File: src/rtl/load_store_unit_if.sv
// Request/response channel between the MEM pipeline stage (master) and the
// load/store unit (slave).
interface load_store_unit_if #(
    parameter int NB_DATA    = 32,
    parameter int NB_ADDRESS = 6
);
    logic                  req_valid;
    logic                  req_ready;
    logic                  req_we;
    logic [1:0]            req_size;
    logic                  req_unsigned;
    logic [NB_ADDRESS-1:0] req_addr;
    logic [NB_DATA-1:0]    req_wdata;
    logic                  rsp_valid;
    logic                  rsp_ready;
    logic [NB_DATA-1:0]    rsp_rdata;
    logic                  rsp_err;

    modport master (
        output req_valid, req_we, req_size, req_unsigned, req_addr, req_wdata, rsp_ready,
        input  req_ready, rsp_valid, rsp_rdata, rsp_err
    );

    modport slave (
        input  req_valid, req_we, req_size, req_unsigned, req_addr, req_wdata, rsp_ready,
        output req_ready, rsp_valid, rsp_rdata, rsp_err
    );
endinterface

File: src/rtl/load_store_unit.sv
// Load/store initiator: one request at a time, whole-word reads with local
// byte/halfword extraction, alignment checking and a saturating fault counter.
module load_store_unit #(
    parameter int NB_DATA    = 32,
    parameter int N_ADDRESS  = 64,
    parameter int NB_ADDRESS = $clog2(N_ADDRESS)
) (
    input  logic                  i_clk,
    input  logic                  i_rst_n,
    load_store_unit_if.slave      bus,
    output logic [7:0]            o_err_cnt,
    output logic [NB_ADDRESS-1:0] o_mem_r_addr,
    output logic                  o_mem_r_en,
    output logic [1:0]            o_mem_r_addressing,
    input  logic [NB_DATA-1:0]    i_mem_r_data,
    output logic [NB_ADDRESS-1:0] o_mem_w_addr,
    output logic [NB_DATA-1:0]    o_mem_w_data,
    output logic                  o_mem_w_en,
    output logic [1:0]            o_mem_w_addressing
);

    localparam logic [1:0] SIZE_WORD = 2'b00;
    localparam logic [1:0] SIZE_HALF = 2'b01;
    localparam logic [1:0] SIZE_ILL  = 2'b10;
    localparam logic [1:0] SIZE_BYTE = 2'b11;

    typedef enum logic [1:0] {IDLE, ACCESS, RESP} state_t;

    state_t                state_reg;
    logic                  we_reg;
    logic [1:0]            size_reg;
    logic                  unsigned_reg;
    logic [NB_ADDRESS-1:0] addr_reg;
    logic [NB_DATA-1:0]    wdata_reg;
    logic [NB_DATA-1:0]    rdata_reg;
    logic                  err_reg;
    logic [7:0]            err_cnt_reg;

    logic                  access_err;
    logic [7:0]            byte_lane;
    logic [15:0]           half_lane;
    logic [NB_DATA-1:0]    load_next;

    always_comb begin
        access_err = (size_reg == SIZE_ILL)
                   | ((size_reg == SIZE_WORD) & (addr_reg[1:0] != 2'b00))
                   | ((size_reg == SIZE_HALF) & addr_reg[0]);
    end

    // Memory always returns the aligned word; pick the lane by low address bits.
    always_comb begin
        byte_lane = i_mem_r_data[{addr_reg[1:0], 3'b000} +: 8];
        half_lane = i_mem_r_data[{addr_reg[1], 4'b0000} +: 16];
        case (size_reg)
            SIZE_BYTE: load_next = {{24{~unsigned_reg & byte_lane[7]}}, byte_lane};
            SIZE_HALF: load_next = {{16{~unsigned_reg & half_lane[15]}}, half_lane};
            default:   load_next = i_mem_r_data;
        endcase
    end

    always_ff @(posedge i_clk) begin
        if (!i_rst_n) begin
            state_reg    <= IDLE;
            we_reg       <= 1'b0;
            size_reg     <= SIZE_WORD;
            unsigned_reg <= 1'b0;
            addr_reg     <= '0;
            wdata_reg    <= '0;
            rdata_reg    <= '0;
            err_reg      <= 1'b0;
            err_cnt_reg  <= 8'd0;
        end else begin
            case (state_reg)
                IDLE: begin
                    if (bus.req_valid) begin
                        we_reg       <= bus.req_we;
                        size_reg     <= bus.req_size;
                        unsigned_reg <= bus.req_unsigned;
                        addr_reg     <= bus.req_addr;
                        wdata_reg    <= bus.req_wdata;
                        state_reg    <= ACCESS;
                    end
                end
                ACCESS: begin
                    state_reg <= RESP;
                    err_reg   <= access_err;
                    if (access_err) begin
                        rdata_reg <= '0;
                        if (err_cnt_reg != 8'hFF) begin
                            err_cnt_reg <= err_cnt_reg + 8'd1;
                        end
                    end else if (we_reg) begin
                        rdata_reg <= '0;
                    end else begin
                        rdata_reg <= load_next;
                    end
                end
                RESP: begin
                    if (bus.rsp_ready) begin
                        state_reg <= IDLE;
                    end
                end
                default: state_reg <= IDLE;
            endcase
        end
    end

    assign bus.req_ready = (state_reg == IDLE);
    assign bus.rsp_valid = (state_reg == RESP);
    assign bus.rsp_rdata = rdata_reg;
    assign bus.rsp_err   = err_reg;
    assign o_err_cnt     = err_cnt_reg;

    // Write strobe is gated by reset so a store caught by reset never commits.
    assign o_mem_w_en         = i_rst_n & (state_reg == ACCESS) & we_reg & ~access_err;
    assign o_mem_w_addr       = addr_reg;
    assign o_mem_w_data       = wdata_reg;
    assign o_mem_w_addressing = size_reg;

    assign o_mem_r_en         = (state_reg == ACCESS) & ~we_reg & ~access_err;
    assign o_mem_r_addr       = {addr_reg[NB_ADDRESS-1:2], 2'b00};
    assign o_mem_r_addressing = 2'b00;

endmodule

File: src/flat_wrapper.sv
// flat-port wrapper written by rule: the top's interface ports become plain ports
module load_store_unit_flat 
#(
    parameter int NB_DATA    = 32,
    parameter int N_ADDRESS  = 64,
    parameter int NB_ADDRESS = $clog2(N_ADDRESS)
)
  (i_clk, i_rst_n, o_err_cnt, o_mem_r_addr, o_mem_r_en, o_mem_r_addressing, i_mem_r_data, o_mem_w_addr, o_mem_w_data, o_mem_w_en, o_mem_w_addressing, bus_req_valid, bus_req_we, bus_req_size, bus_req_unsigned, bus_req_addr, bus_req_wdata, bus_rsp_ready, bus_req_ready, bus_rsp_valid, bus_rsp_rdata, bus_rsp_err);
  load_store_unit_if #(.NB_DATA(NB_DATA), .NB_ADDRESS(NB_ADDRESS)) bus_i ();
  input  logic i_clk;
  input  logic i_rst_n;
  output logic [7:0] o_err_cnt;
  output logic [NB_ADDRESS-1:0] o_mem_r_addr;
  output logic o_mem_r_en;
  output logic [1:0] o_mem_r_addressing;
  input  logic [NB_DATA-1:0] i_mem_r_data;
  output logic [NB_ADDRESS-1:0] o_mem_w_addr;
  output logic [NB_DATA-1:0] o_mem_w_data;
  output logic o_mem_w_en;
  output logic [1:0] o_mem_w_addressing;
  input wire logic [$bits(bus_i.req_valid)-1:0] bus_req_valid;
  input wire logic [$bits(bus_i.req_we)-1:0] bus_req_we;
  input wire logic [$bits(bus_i.req_size)-1:0] bus_req_size;
  input wire logic [$bits(bus_i.req_unsigned)-1:0] bus_req_unsigned;
  input wire logic [$bits(bus_i.req_addr)-1:0] bus_req_addr;
  input wire logic [$bits(bus_i.req_wdata)-1:0] bus_req_wdata;
  input wire logic [$bits(bus_i.rsp_ready)-1:0] bus_rsp_ready;
  output wire logic [$bits(bus_i.req_ready)-1:0] bus_req_ready;
  output wire logic [$bits(bus_i.rsp_valid)-1:0] bus_rsp_valid;
  output wire logic [$bits(bus_i.rsp_rdata)-1:0] bus_rsp_rdata;
  output wire logic [$bits(bus_i.rsp_err)-1:0] bus_rsp_err;
  assign bus_i.req_valid = bus_req_valid;
  assign bus_i.req_we = bus_req_we;
  assign bus_i.req_size = bus_req_size;
  assign bus_i.req_unsigned = bus_req_unsigned;
  assign bus_i.req_addr = bus_req_addr;
  assign bus_i.req_wdata = bus_req_wdata;
  assign bus_i.rsp_ready = bus_rsp_ready;
  assign bus_req_ready = bus_i.req_ready;
  assign bus_rsp_valid = bus_i.rsp_valid;
  assign bus_rsp_rdata = bus_i.rsp_rdata;
  assign bus_rsp_err = bus_i.rsp_err;
  load_store_unit #(.NB_DATA(NB_DATA), .N_ADDRESS(N_ADDRESS), .NB_ADDRESS(NB_ADDRESS)) u_core (.i_clk(i_clk), .i_rst_n(i_rst_n), .bus(bus_i), .o_err_cnt(o_err_cnt), .o_mem_r_addr(o_mem_r_addr), .o_mem_r_en(o_mem_r_en), .o_mem_r_addressing(o_mem_r_addressing), .i_mem_r_data(i_mem_r_data), .o_mem_w_addr(o_mem_w_addr), .o_mem_w_data(o_mem_w_data), .o_mem_w_en(o_mem_w_en), .o_mem_w_addressing(o_mem_w_addressing));
endmodule
File: config.mk
export PLATFORM = sky130hd
export DESIGN_NAME = load_store_unit_flat
export DESIGN_NICKNAME = d
export VERILOG_FILES = /design/src/rtl/load_store_unit_if.sv /design/src/rtl/load_store_unit.sv /design/src/flat_wrapper.sv
export SDC_FILE = /design/constraint.sdc
export NUM_CORES = 1
export LEC_CHECK = 0
export ABC_AREA = 1
export BUFFER_PORTS_ARGS = -buffer_cell sky130_fd_sc_hd__buf_2
export CORE_MARGIN = 2
export CORE_UTILIZATION = 51
export DETAILED_ROUTE_END_ITERATION = 16
export GPL_TIMING_DRIVEN = 0
export MAX_ROUTING_LAYER = met4
export PLACE_DENSITY = 0.95
export SLEW_MARGIN = 20
export SYNTH_ARGS = -nofsm -noshare
export SYNTH_HDL_FRONTEND = slang
export SYNTH_SLANG_ARGS = --single-unit
File: constraint.sdc
create_clock -name i_clk -period 2.4 [get_ports i_clk]
set_input_delay 0.36 -clock i_clk [delete_from_list [all_inputs] [get_ports i_clk]]
set_output_delay 0.36 -clock i_clk [all_outputs]
set_load 0.02 [all_outputs]
==> results <==
- The count of buffers from port buffering is 166.
- The die width is 91.1 µm.
- The number of warning messages in the yosys log is 0.
- The gate count after technology mapping is 562.
- The per-cell routed wire length is 13.6 µm.
- The final wirelength is 11.5 mm.
- The area of the core is 0.00729 mm².
- The synthesized area per cell is 6.89 µm².
- After floorplanning, the core was divided into 31 placement rows.
- The flow ran to the end, and the final reports show no timing, DRC or antenna violations.
- The logic gate share of total power is 21.9%.
- The data required time of the worst path is 2.04 ns.
- After Yosys synthesis, XOR and XNOR cells account for 0.905% of the synthesized area.
- Clock tree synthesis inserted a total of 9 buffers.
- The die is 91.1 µm tall.
- The relative contribution of the clock network to total power is 30.7%.
- The initial antenna violation count is 0.
- The clock tree root driver cell is sky130_fd_sc_hd__clkbuf_8.
- Power spread over the standard cell area amounts to 652 mW/mm².
- The post-detailed-placement cell area is 0.00484 mm².
- The tool flagged a number of max-cap violations equal to 0.
- Dividing the detail-routed via count by the number of cells gives 5.18.
- Detailed routing inserted a total of 4373 vias.
- The TritonCTS clock tree is done.
- The number of nets in the final layout is 820.
- The post-route netlist has 30.3% of its cells at a drive strength greater than 1.
- For the final database, setup skew stands at 0.00916 ns.
- The largest net degree at the start of global routing is 15.
- The worst register-to-register path begins at u_core.o_mem_w_addr[1].
- Data on the critical path arrives at its endpoint at 1.74 ns.
- For the worst flop-to-flop path, the logic depth is 10.
- By area, the combinational part of the netlist is dominated by simple AND/OR/NAND/NOR gates.
- The endpoint kind of the worst setup timing path is a primary output.
- After synthesis the cells add up to 0.00387 mm².
- The initial standard-cell utilization of the core is 53.1%.
- The path with the worst hold slack has its endpoint at u_core.we_reg.
- Clock-pin slew was measured on the worst setup and hold paths at 0.09 ns.
- The overall fraction of global-route tracks in use is 29.3%.
- In this run the deepest clock path goes through 2 buffers.
- The worst reg2reg path endpoint is u_core.bus.rsp_rdata[24].
- Of the total power, the share spent switching nets is 31.8%.
- The total leakage power is 2.45 nW.
- The tightest min-delay check is of the primary input to register type.
- The proportion of synthesized chip area in sequential cells is 43.9%.
- The kind of critical path is register to primary output.
- After detailed routing, the number of remaining DRC violations is 0.
- For this block, the initial DRC count from the detailed router was 268.
- The final instance area is 0.00503 mm².
- Of the total synthesized cell area, the portion taken by full adders, half adders and majority gates is 0.323%.
- After Yosys synthesis, and, or, nand and nor cells account for 32.3% of the synthesized area.
- 171 I/O pins were placed.
- The clock reaches the later pin of the worst-skew pair after 0.35 ns.
- After routing, the total negative slack on setup checks comes to 0 ns.
- For flop-to-flop paths, the worst setup slack is 0.68 ns.
- The synthesis-stage register bit count is 85.
- The maximum fanout encountered on the critical timing path is 10.
- Summed over all nets, the switching power comes to 1.04 mW.
- The final-layout fill cell count is 625.
- The internal power of the cells totals 2.23 mW.
- The worst min-delay path startpoint is bus_req_we.
- After clock tree synthesis, the flow added hold-fix buffers numbering 0.
- Synthesis instantiated 33 different standard cells from the library.
- The area added between synthesis and finish is 29.9%.
- The first global-routing pass estimated 19.3 mm of wire.
- The number of max-slew violations in the final report is 0.
- The type of origin of the critical path is a register.
- VDD sags by at most 576 µV.
- Derived from the worst setup path, the maximum achievable clock frequency is 0.476 GHz.
- The number of global-route vias before repair is 4154.
- Before antenna repair, the detailed router went through 6 iterations.
- The clock sink count is 85.
- The number of endpoints with negative hold slack in the final report is 0.
- The worst relative slew slack is 58.5%.
- The count of antenna diodes in the layout is 0.
- The maximum level of the CTS H-tree is 3.
- The period utilization is 87.6%.
- The detailed placer's ending HPWL is 8.99 mm.
- Setup violations remaining at the end of the flow were counted as 0.
- The residual overflow from global routing is 0.
- The transition at the pin with the smallest max-transition slack is 0.623 ns.
- The clock period could shrink to 2.10 ns.
- The portion of netlist area occupied by mux cells is 0%.
- Along the worst hold path, the cell count comes to 3.
- Setup repair after global routing left no endpoint under its margin.
- The final weighted congestion in routability-driven placement is 0.942.
- The number of antenna-violating nets in the routed design is 0.
- The fraction of the mapped netlist area in compound gates is 14.9%.
- The overall die area is 0.00831 mm².
- Sequential cells account for 47.4% of the total power.
## how the worst max path moves through the flow
stage / slack [ns] / start / end / depth (start not counted)
2_1_floorplan: 0.45 / u_core.state_reg[0] / o_mem_w_en / 5
3_3_place_gp: 0.49 / u_core.state_reg[0] / o_mem_w_en / 6
3_5_place_dp: 0.36 / u_core.state_reg[0] / o_mem_w_en / 6
4_1_cts: 0.1 / u_core.state_reg[0] / o_mem_w_en / 6
5_1_grt: 0.15 / u_core.o_mem_w_addressing[1] / o_mem_r_en / 5
6_report: 0.30 / u_core.o_mem_w_addressing[0] / o_mem_r_en / 6
## placed cells by master, fill, tap and decap left out, drive strengths merged
master    count
a21oi        56
buf         182
bufinv        1
clkbuf       31
clkinv        5
clkinvlp      1
conb          4
dfxtp        85
ha            1
inv          22
nand2       159
nand3        19
nand4         3
nor2        118
nor2b         1
nor3          1
nor4          1
o21ai        52
xnor2         2
xor2          2
## logic make-up after synthesis
group,count (synthesis)
compound gates,108
xor+xnor,4
fa+ha+maj,1
buf+inv,61
flops,85
other cells,1
simple gates,302
## per-stage QoR
| step | utilization (%) | power (mW) | setup WS, ns | cells | hold slack, ns |
|---|---|---|---|---|---|
| 2_1_floorplan | - | 2.04 | 0.452 | 565 | 0.493 |
| 3_3_place_gp | 66.4 | 2.27 | 0.490 | 830 | 0.450 |
| 3_5_place_dp | 66.4 | 2.29 | 0.359 | 830 | 0.455 |
| 4_1_cts | 69.0 | 3.29 | 0.0990 | 846 | 0.219 |
| 5_1_grt | 69.0 | 3.45 | 0.150 | 845 | 0.248 |
| 6_report | 69.0 | 3.28 | 0.299 | 845 | 0.222 |
## cell usage after synthesis
cell type / number / area share (%)
sky130_fd_sc_hd__nand3_4: 1 / 0.45
sky130_fd_sc_hd__xnor2_1: 2 / 0.45
sky130_fd_sc_hd__nor2_1: 116 / 11
sky130_fd_sc_hd__xor2_1: 2 / 0.45
sky130_fd_sc_hd__nor3_1: 1 / 0.13
sky130_fd_sc_hd__nand2_1: 146 / 14
sky130_fd_sc_hd__inv_4: 1 / 0.16
sky130_fd_sc_hd__nand3_2: 1 / 0.26
sky130_fd_sc_hd__nor2_8: 1 / 0.52
sky130_fd_sc_hd__buf_12: 1 / 0.52
sky130_fd_sc_hd__nand4_1: 2 / 0.32
sky130_fd_sc_hd__nand2_4: 1 / 0.29
sky130_fd_sc_hd__a21oi_1: 46 / 5.9
sky130_fd_sc_hd__nand4_2: 1 / 0.32
sky130_fd_sc_hd__clkbuf_1: 21 / 2.0
sky130_fd_sc_hd__buf_1: 2 / 0.19
sky130_fd_sc_hd__inv_2: 2 / 0.19
sky130_fd_sc_hd__buf_4: 8 / 1.6
sky130_fd_sc_hd__nor2_2: 1 / 0.16
sky130_fd_sc_hd__nor2b_1: 1 / 0.16
sky130_fd_sc_hd__nand2_2: 12 / 1.9
sky130_fd_sc_hd__clkinv_1: 3 / 0.29
sky130_fd_sc_hd__nor4_1: 1 / 0.16
sky130_fd_sc_hd__conb_1: 1 / 0.097
sky130_fd_sc_hd__ha_1: 1 / 0.32
sky130_fd_sc_hd__dfxtp_1: 85 / 44
sky130_fd_sc_hd__o21ai_1: 1 / 0.13
sky130_fd_sc_hd__o21ai_0: 51 / 6.6
sky130_fd_sc_hd__buf_6: 1 / 0.29
sky130_fd_sc_hd__inv_1: 18 / 1.7
sky130_fd_sc_hd__nand3_1: 17 / 2.2
sky130_fd_sc_hd__a21oi_2: 10 / 2.3
sky130_fd_sc_hd__buf_2: 4 / 0.52
## power by group through the flow
stage	logic, mW	registers, mW	clock network [mW]
floorplan	0.355	1.68	0
global placement	0.691	1.58	0
detailed placement	0.710	1.58	0
CTS	0.713	1.55	1.02
global route	0.792	1.57	1.09
finish	0.717	1.55	1.01
## repair_timing
action | CTS | global route
setup endpoints to repair | 1 | 1
buffers inserted | 0 | 0
endpoints found under the hold margin | 0 | 0
resized for setup | 1 | 0
## layout make-up
type,count,area [µm²],area share (%)
Timing Repair Buffer,166,831,16.5
Clock buffer,11,131,2.61
Buffer,36,194,3.86
Multi-Input combinational cell,419,1890,37.7
Clock inverter,5,60.1,1.19
Tap cell,99,124,2.46
Sequential cell,85,1700,33.8
Inverter,24,92.6,1.84
## worst max-delay path, cell delays in order (launching register included)
cell and delay [ns]:
sky130_fd_sc_hd__dfxtp_1 0.35, sky130_fd_sc_hd__buf_6 0.16, sky130_fd_sc_hd__inv_4 0.07, sky130_fd_sc_hd__o21ai_1 0.12, sky130_fd_sc_hd__nand4_2 0.25, sky130_fd_sc_hd__clkinv_1 0.24
sky130_fd_sc_hd__buf_2 0.20
## routing by layer
metal	up-vias	GRT usage [%]	part of all wire (%)	wire length, µm
met5	-	-	0	0
met4	0	11.9	3.5	403
met3	37	6.31	8.1	929
met2	227	49.8	49	5660
met1	1967	33.7	39	4480
li1	2142	-	-	-
(Power assumes the default switching activity.)
